[src/rtl/code_judge.sv]
// code_judge: responder side of the game controller handshake.
// Shows the controller's random code for SHOW_SEC seconds. It then gives the
// player LIMIT_SEC seconds and MAX_TRIES confirms to re-enter that code, and
// holds the result for RESULT_SEC seconds before asking the controller to
// restart.
// Ports:
//   clk, rst_p              clock, synchronous active-high reset
//   showing                 controller requests display; low aborts the round
//   start, startInput       both high enable the entry countdown and confirms
//   random[4:0]             code offered by the controller
//   code_in[4:0]            player switches
//   btn_confirm             confirm button level (rising edge used)
//   endOfShow               display phase over (level)
//   infail, insuccess       round result (level)
//   repeatRst               one-cycle restart request
//   code_disp[4:0]          code shown during SHOW, else 0
//   sec_left[4:0]           seconds remaining in the current timed state
//   tries_left[2:0]         confirms remaining
module code_judge #(
  parameter int unsigned TICK_DIV   = 50000000,
  parameter int unsigned SHOW_SEC   = 5,
  parameter int unsigned LIMIT_SEC  = 20,
  parameter int unsigned RESULT_SEC = 3,
  parameter int unsigned MAX_TRIES  = 3
) (
  input  logic       clk,
  input  logic       rst_p,
  input  logic       showing,
  input  logic       start,
  input  logic       startInput,
  input  logic [4:0] random,
  input  logic [4:0] code_in,
  input  logic       btn_confirm,
  output logic       endOfShow,
  output logic       infail,
  output logic       insuccess,
  output logic       repeatRst,
  output logic [4:0] code_disp,
  output logic [4:0] sec_left,
  output logic [2:0] tries_left
);

  localparam int unsigned CODE_W = 5;
  localparam int unsigned SEC_W  = 5;
  localparam int unsigned TRY_W  = 3;
  localparam int unsigned CNT_W  = (TICK_DIV > 1) ? $clog2(TICK_DIV) : 1;

  typedef enum logic [2:0] {
    S_IDLE, S_SHOW, S_INPUT, S_SUCCESS, S_FAIL, S_RESTART
  } state_e;

  state_e              state_q, state_d;
  logic [CNT_W-1:0]    cnt_q, cnt_d;
  logic                btn_q;
  logic [CODE_W-1:0]   code_q, code_d;
  logic                end_q, end_d;
  logic                infail_q, infail_d;
  logic                insucc_q, insucc_d;
  logic                rep_q, rep_d;
  logic [CODE_W-1:0]   disp_q, disp_d;
  logic [SEC_W-1:0]    sec_q, sec_d;
  logic [TRY_W-1:0]    tries_q, tries_d;

  logic cnt_run, tick, input_active, confirm_edge, good_try, bad_try, last_sec;

  // Qualifiers: tick, button edge and confirm evaluation for this cycle.
  always_comb begin
    input_active = start & startInput;
    case (state_q)
      S_SHOW, S_SUCCESS, S_FAIL: cnt_run = 1'b1;
      S_INPUT:                   cnt_run = input_active;
      default:                   cnt_run = 1'b0;
    endcase
    tick         = cnt_run && (cnt_q == CNT_W'(TICK_DIV - 1));
    confirm_edge = btn_confirm & ~btn_q;
    good_try     = (state_q == S_INPUT) && input_active && confirm_edge && (code_in == code_q);
    bad_try      = (state_q == S_INPUT) && input_active && confirm_edge && (code_in != code_q);
    last_sec     = tick && (sec_q == SEC_W'(1));
  end

  // State register and all datapath flops.
  always_ff @(posedge clk) begin
    if (rst_p) begin
      state_q  <= S_IDLE;
      cnt_q    <= '0;
      btn_q    <= 1'b0;
      code_q   <= '0;
      end_q    <= 1'b0;
      infail_q <= 1'b0;
      insucc_q <= 1'b0;
      rep_q    <= 1'b0;
      disp_q   <= '0;
      sec_q    <= '0;
      tries_q  <= TRY_W'(MAX_TRIES);
    end else begin
      state_q  <= state_d;
      cnt_q    <= cnt_d;
      btn_q    <= btn_confirm;
      code_q   <= code_d;
      end_q    <= end_d;
      infail_q <= infail_d;
      insucc_q <= insucc_d;
      rep_q    <= rep_d;
      disp_q   <= disp_d;
      sec_q    <= sec_d;
      tries_q  <= tries_d;
    end
  end

  // Next-state logic; dropping showing aborts any active phase.
  always_comb begin
    state_d = state_q;
    case (state_q)
      S_IDLE:    if (showing) state_d = S_SHOW;
      S_SHOW: begin
        if (!showing)      state_d = S_IDLE;
        else if (last_sec) state_d = S_INPUT;
      end
      S_INPUT: begin
        // Correct confirm beats a simultaneous final tick.
        if (!showing)                                   state_d = S_IDLE;
        else if (good_try)                              state_d = S_SUCCESS;
        else if (bad_try && (tries_q <= TRY_W'(1)))     state_d = S_FAIL;
        else if (last_sec)                              state_d = S_FAIL;
      end
      S_SUCCESS, S_FAIL: begin
        if (!showing)      state_d = S_IDLE;
        else if (last_sec) state_d = S_RESTART;
      end
      S_RESTART: state_d = S_IDLE;
      default:   state_d = S_IDLE;
    endcase
  end

  // Tick counter restarts on every state change and after each tick.
  always_comb begin
    if ((state_d != state_q) || !cnt_run || tick) cnt_d = '0;
    else                                          cnt_d = cnt_q + CNT_W'(1);
  end

  // Registered output values for the state being entered or held.
  always_comb begin
    code_d   = code_q;
    end_d    = end_q;
    infail_d = infail_q;
    insucc_d = insucc_q;
    rep_d    = 1'b0;
    disp_d   = disp_q;
    sec_d    = sec_q;
    tries_d  = tries_q;
    if (bad_try && (tries_q != '0)) tries_d = tries_q - TRY_W'(1);
    case (state_d)
      S_SHOW: begin
        code_d = random;
        disp_d = random;
        end_d  = 1'b0;
        if (state_q != S_SHOW)        sec_d = SEC_W'(SHOW_SEC);
        else if (tick && sec_q != '0) sec_d = sec_q - SEC_W'(1);
      end
      S_INPUT: begin
        end_d  = 1'b1;
        disp_d = '0;
        if (state_q != S_INPUT)       sec_d = SEC_W'(LIMIT_SEC);
        else if (tick && sec_q != '0) sec_d = sec_q - SEC_W'(1);
      end
      S_SUCCESS, S_FAIL: begin
        disp_d = '0;
        if (state_d == S_SUCCESS) insucc_d = 1'b1;
        else                      infail_d = 1'b1;
        if (state_q != state_d)       sec_d = SEC_W'(RESULT_SEC);
        else if (tick && sec_q != '0) sec_d = sec_q - SEC_W'(1);
      end
      S_RESTART: begin
        rep_d    = 1'b1;
        end_d    = 1'b0;
        infail_d = 1'b0;
        insucc_d = 1'b0;
        disp_d   = '0;
        sec_d    = '0;
        tries_d  = '0;
      end
      default: begin
        end_d    = 1'b0;
        infail_d = 1'b0;
        insucc_d = 1'b0;
        disp_d   = '0;
        sec_d    = '0;
        tries_d  = TRY_W'(MAX_TRIES);
      end
    endcase
  end

  assign endOfShow  = end_q;
  assign infail     = infail_q;
  assign insuccess  = insucc_q;
  assign repeatRst  = rep_q;
  assign code_disp  = disp_q;
  assign sec_left   = sec_q;
  assign tries_left = tries_q;

endmodule

[config.mk]
export PLATFORM = sky130hd
export DESIGN_NAME = code_judge
export DESIGN_NICKNAME = d
export VERILOG_FILES = /design/src/rtl/code_judge.sv
export SDC_FILE = /design/constraint.sdc
export NUM_CORES = 1
export LEC_CHECK = 0
export CORE_MARGIN = 1
export CORE_UTILIZATION = 44
export CTS_CLUSTER_SIZE = 24
export DETAILED_ROUTE_END_ITERATION = 10
export PLACE_DENSITY = 0.71
export SLEW_MARGIN = 20
export SYNTH_ARGS = -nofsm -noshare
export SYNTH_HDL_FRONTEND = slang
export SYNTH_SLANG_ARGS = --single-unit
[constraint.sdc]
create_clock -name clk -period 2.6 [get_ports clk]
set_clock_uncertainty 0.1 [all_clocks]
set_input_delay 0.26 -clock clk [delete_from_list [all_inputs] [get_ports clk]]
set_output_delay 0.26 -clock clk [all_outputs]
set_load 0.02 [all_outputs]
==> metrics.cfg <==
[place]
place_area_um2=3580
detailed_place_hpwl_um=4960
portBuffers=32
place.gp.congestion=0.846

[synth]
ys.flop_type=dfxtp_1
synth_simple_gate_area_share_pct=29.6
synth-seq-area-share_pct=39.4
synth-seq-cells=52
synth_compound_area_share_pct=13.5
synth_edf_count=0
synthMuxAreaShare_pct=0.757
synth_xor_xnor_area_share_pct=10.9
async_flop_share_pct=0
syn_avg_cell_area_um2=8.56
synth_top_family_by_area=simple AND/OR/NAND/NOR gates
synth_nets=331
synthAdderAreaFrac_pct=2.84
ys_types=55
synthCells=309
synth_area_um2=2650
ys_warn_count=0

[finish]
layout.nets=442
final_util_pct=71.1
antenna-diode-count=0
drive_gt1_share_pct=33.3
final_area_um2=4010
fillers=401
syn2layout_area_growth_pct=51.7

[critical_path]
slowest_delay_ns=0.51
crit_family=simple AND/OR/NAND/NOR gates
cp_data_required_time_ns=2.74
critPathSlowestCell=or3b_2
critical_path.cell_chain=clkdlybuf4s50_1 -> and4bb_2 -> and3_1 -> or3b_2 -> nand3b_1 -> and3_4 -> buf_6 -> mux2i_1 -> buf_4 -> o221ai_2 -> a21oi_2
path_buf_inv=3
start_kind=input port
critical_path_class=in -> reg
endpoint_kind=flop
crit_fanout=4
arrival_ns=2.88

[power]
p_leak_nw=1.55
ir_drop_uv=289
p_per_area_nw_per_um2=385

[detailed_routing]
wl_met1_um=3300
top_layer=met4
routed_via_density=5.41
wl_um=7510
vias=2665
wire_per_inst_um=15.2
drt_pass1_iterations=4
wl_met3_um=423
met2_length_um=3610
postRouteAntennaNets=0
drc=0
drt-initial-drc-count=210

[flow_run]
maxCapViolCount=0

[timing]
hold_viol=0
slew_viol_final=0
worst_pin_slew_ns=0.664
holdWs_ns=0.393
fmax_mhz=364
fin_crit_sh_pct=106
setup_ws_ns=-0.144
grt_setup_unrepaired=yes
max-slew-margin-rel_pct=55.4
post-route-min-period_ns=2.74
setup_viol=45

[global_routing]
grt_usage_pct=23.1
grt_max_degree=26
grt_antenna_before_repair=0
gr-total-overflow=0
grt_pass1_wl_um=11400
grt_pass1_vias=2551

[clocking]
hold_buffers=0
htree_levels=2
numCtsBuffers=5
cts_root_buffer=clkbuf_8
cts_tree=built
clk_latency_ns=0.30
cts_buffer_depth=2
clock_sinks=52
clkTransAtPathRegs_ns=0.10

[floorplan]
die_h_um=79.5
rows=27
start_util_pct=46.9
die_area_um2=6330
num_io_pins=33
die_w_um=79.5
fp.coreArea_um2=5640

[status]
violations=negative setup slack
status=complete, but fails checks

[min_path]
min_path_type=reg -> reg

## timing repair
item	4_1_cts	5_1_grt
resized for setup	18	30
setup buffers	5	3
gates cloned	1	3
endpoints found under the setup margin	46	47
hold endpoints to repair	0	0
pin swaps	23	11
## where the power goes
part	internal (W)	switching [W]	total, W	leakage [nW]
clock	0.000286	0.000265	0.000551	0.0552
combinational	0.0000957	0.0000826	0.000178	1.07
sequential	0.000807	0.00000853	0.000815	0.425
total	0.00119	0.000356	0.00154	1.55
## through the flow
stage / total power, W / setup WS, ns / setup TNS, ns / instances
floorplan: 0.000901 / 0.00115 / 0 / 309
global placement: 0.000972 / -0.420 / -13.75 / 474
detailed placement: 0.000975 / -0.423 / -15.22 / 474
CTS: 0.00153 / -0.0877 / -1.43 / 488
global route: 0.00160 / -0.244 / -8.46 / 493
finish: 0.00154 / -0.144 / -4.54 / 493
## synthesized netlist by cell type (3+ instances only)
| cell type | n | area (µm²) |
|---|---|---|
| nand3b_1 | 3 | 22.5 |
| nor3_1 | 6 | 30.0 |
| and3_1 | 6 | 37.5 |
| ha_1 | 6 | 75.1 |
| buf_2 | 5 | 25.0 |
| nor2b_1 | 5 | 31.3 |
| xor2_1 | 18 | 158 |
| a22o_1 | 6 | 52.6 |
| o31ai_1 | 3 | 22.5 |
| nand2_1 | 30 | 113 |
| dfxtp_1 | 52 | 1040 |
| a21oi_1 | 13 | 65.1 |
| nand3_1 | 12 | 60.1 |
| inv_1 | 8 | 30.0 |
| or3_1 | 3 | 18.8 |
| and2_1 | 9 | 56.3 |
| nor2_1 | 52 | 195 |
| xnor2_1 | 15 | 131 |
| nand4_1 | 6 | 37.5 |
| o21ai_0 | 6 | 30.0 |
## worst min-delay path, delay by kind of cell, from the launching register on
kind	cells	cell delay, ns
compound gates	2	0.11
flops	1	0.34
## final cells by class
| class | count | area [µm²] | share of cell area, % |
|---|---|---|---|
| clock buffers | 6 | 72.6 | 1.81 |
| clock inverters | 2 | 35.0 | 0.873 |
| inverters | 8 | 30.0 | 0.749 |
| multi-input cells | 240 | 1720 | 43.0 |
| flip-flops and latches | 52 | 1050 | 26.2 |
| well taps | 72 | 90.1 | 2.25 |
| repair buffers | 113 | 1010 | 25.1 |
## worst paths after layout
kind | start | end | slack [ns] | depth (start not counted)
worst max-delay path | start | sec_left[1] | -0.14 | 11
worst min-delay path | endOfShow | endOfShow | 0.39 | 2
worst max register to register | cnt_q[10] | sec_left[4] | -0.13 | 8
worst min register to register | endOfShow | endOfShow | 0.39 | 2
## registers in the layout (all words and copies together), names as in the netlist, 3 cells and up
signal and count:
cnt_q 26, state_q 3, code_q 5, sec_left 5, tries_left 3, code_disp 5
## placed cells by master, fill, tap and decap left out, types with 6 or more instances in the layout
cell type	instances
nand4_1	6
xor2_1	18
and2_1	8
inv_1	7
xnor2_1	15
dfxtp_1	47
a21oi_1	8
nand3_1	12
clkdlybuf4s50_1	32
a22o_1	6
nor2_1	49
nand2_1	27
buf_4	72
## cell families (layout without fill, tap and decap cells)
logic type	count (synthesis)	in the layout
mux	2	2
fa+ha+maj	6	6
simple gates	151	151
compound gates	48	48
buf+inv	17	129
flops	52	52
xor+xnor	33	33
## layer usage
layer	up-vias	global-route usage [%]
met1	1260	29.6
li1	1298	-
met4	0	10.2
met5	-	0
met2	86	38.3
met3	21	3.43
Power figures use the tool's default switching activity.
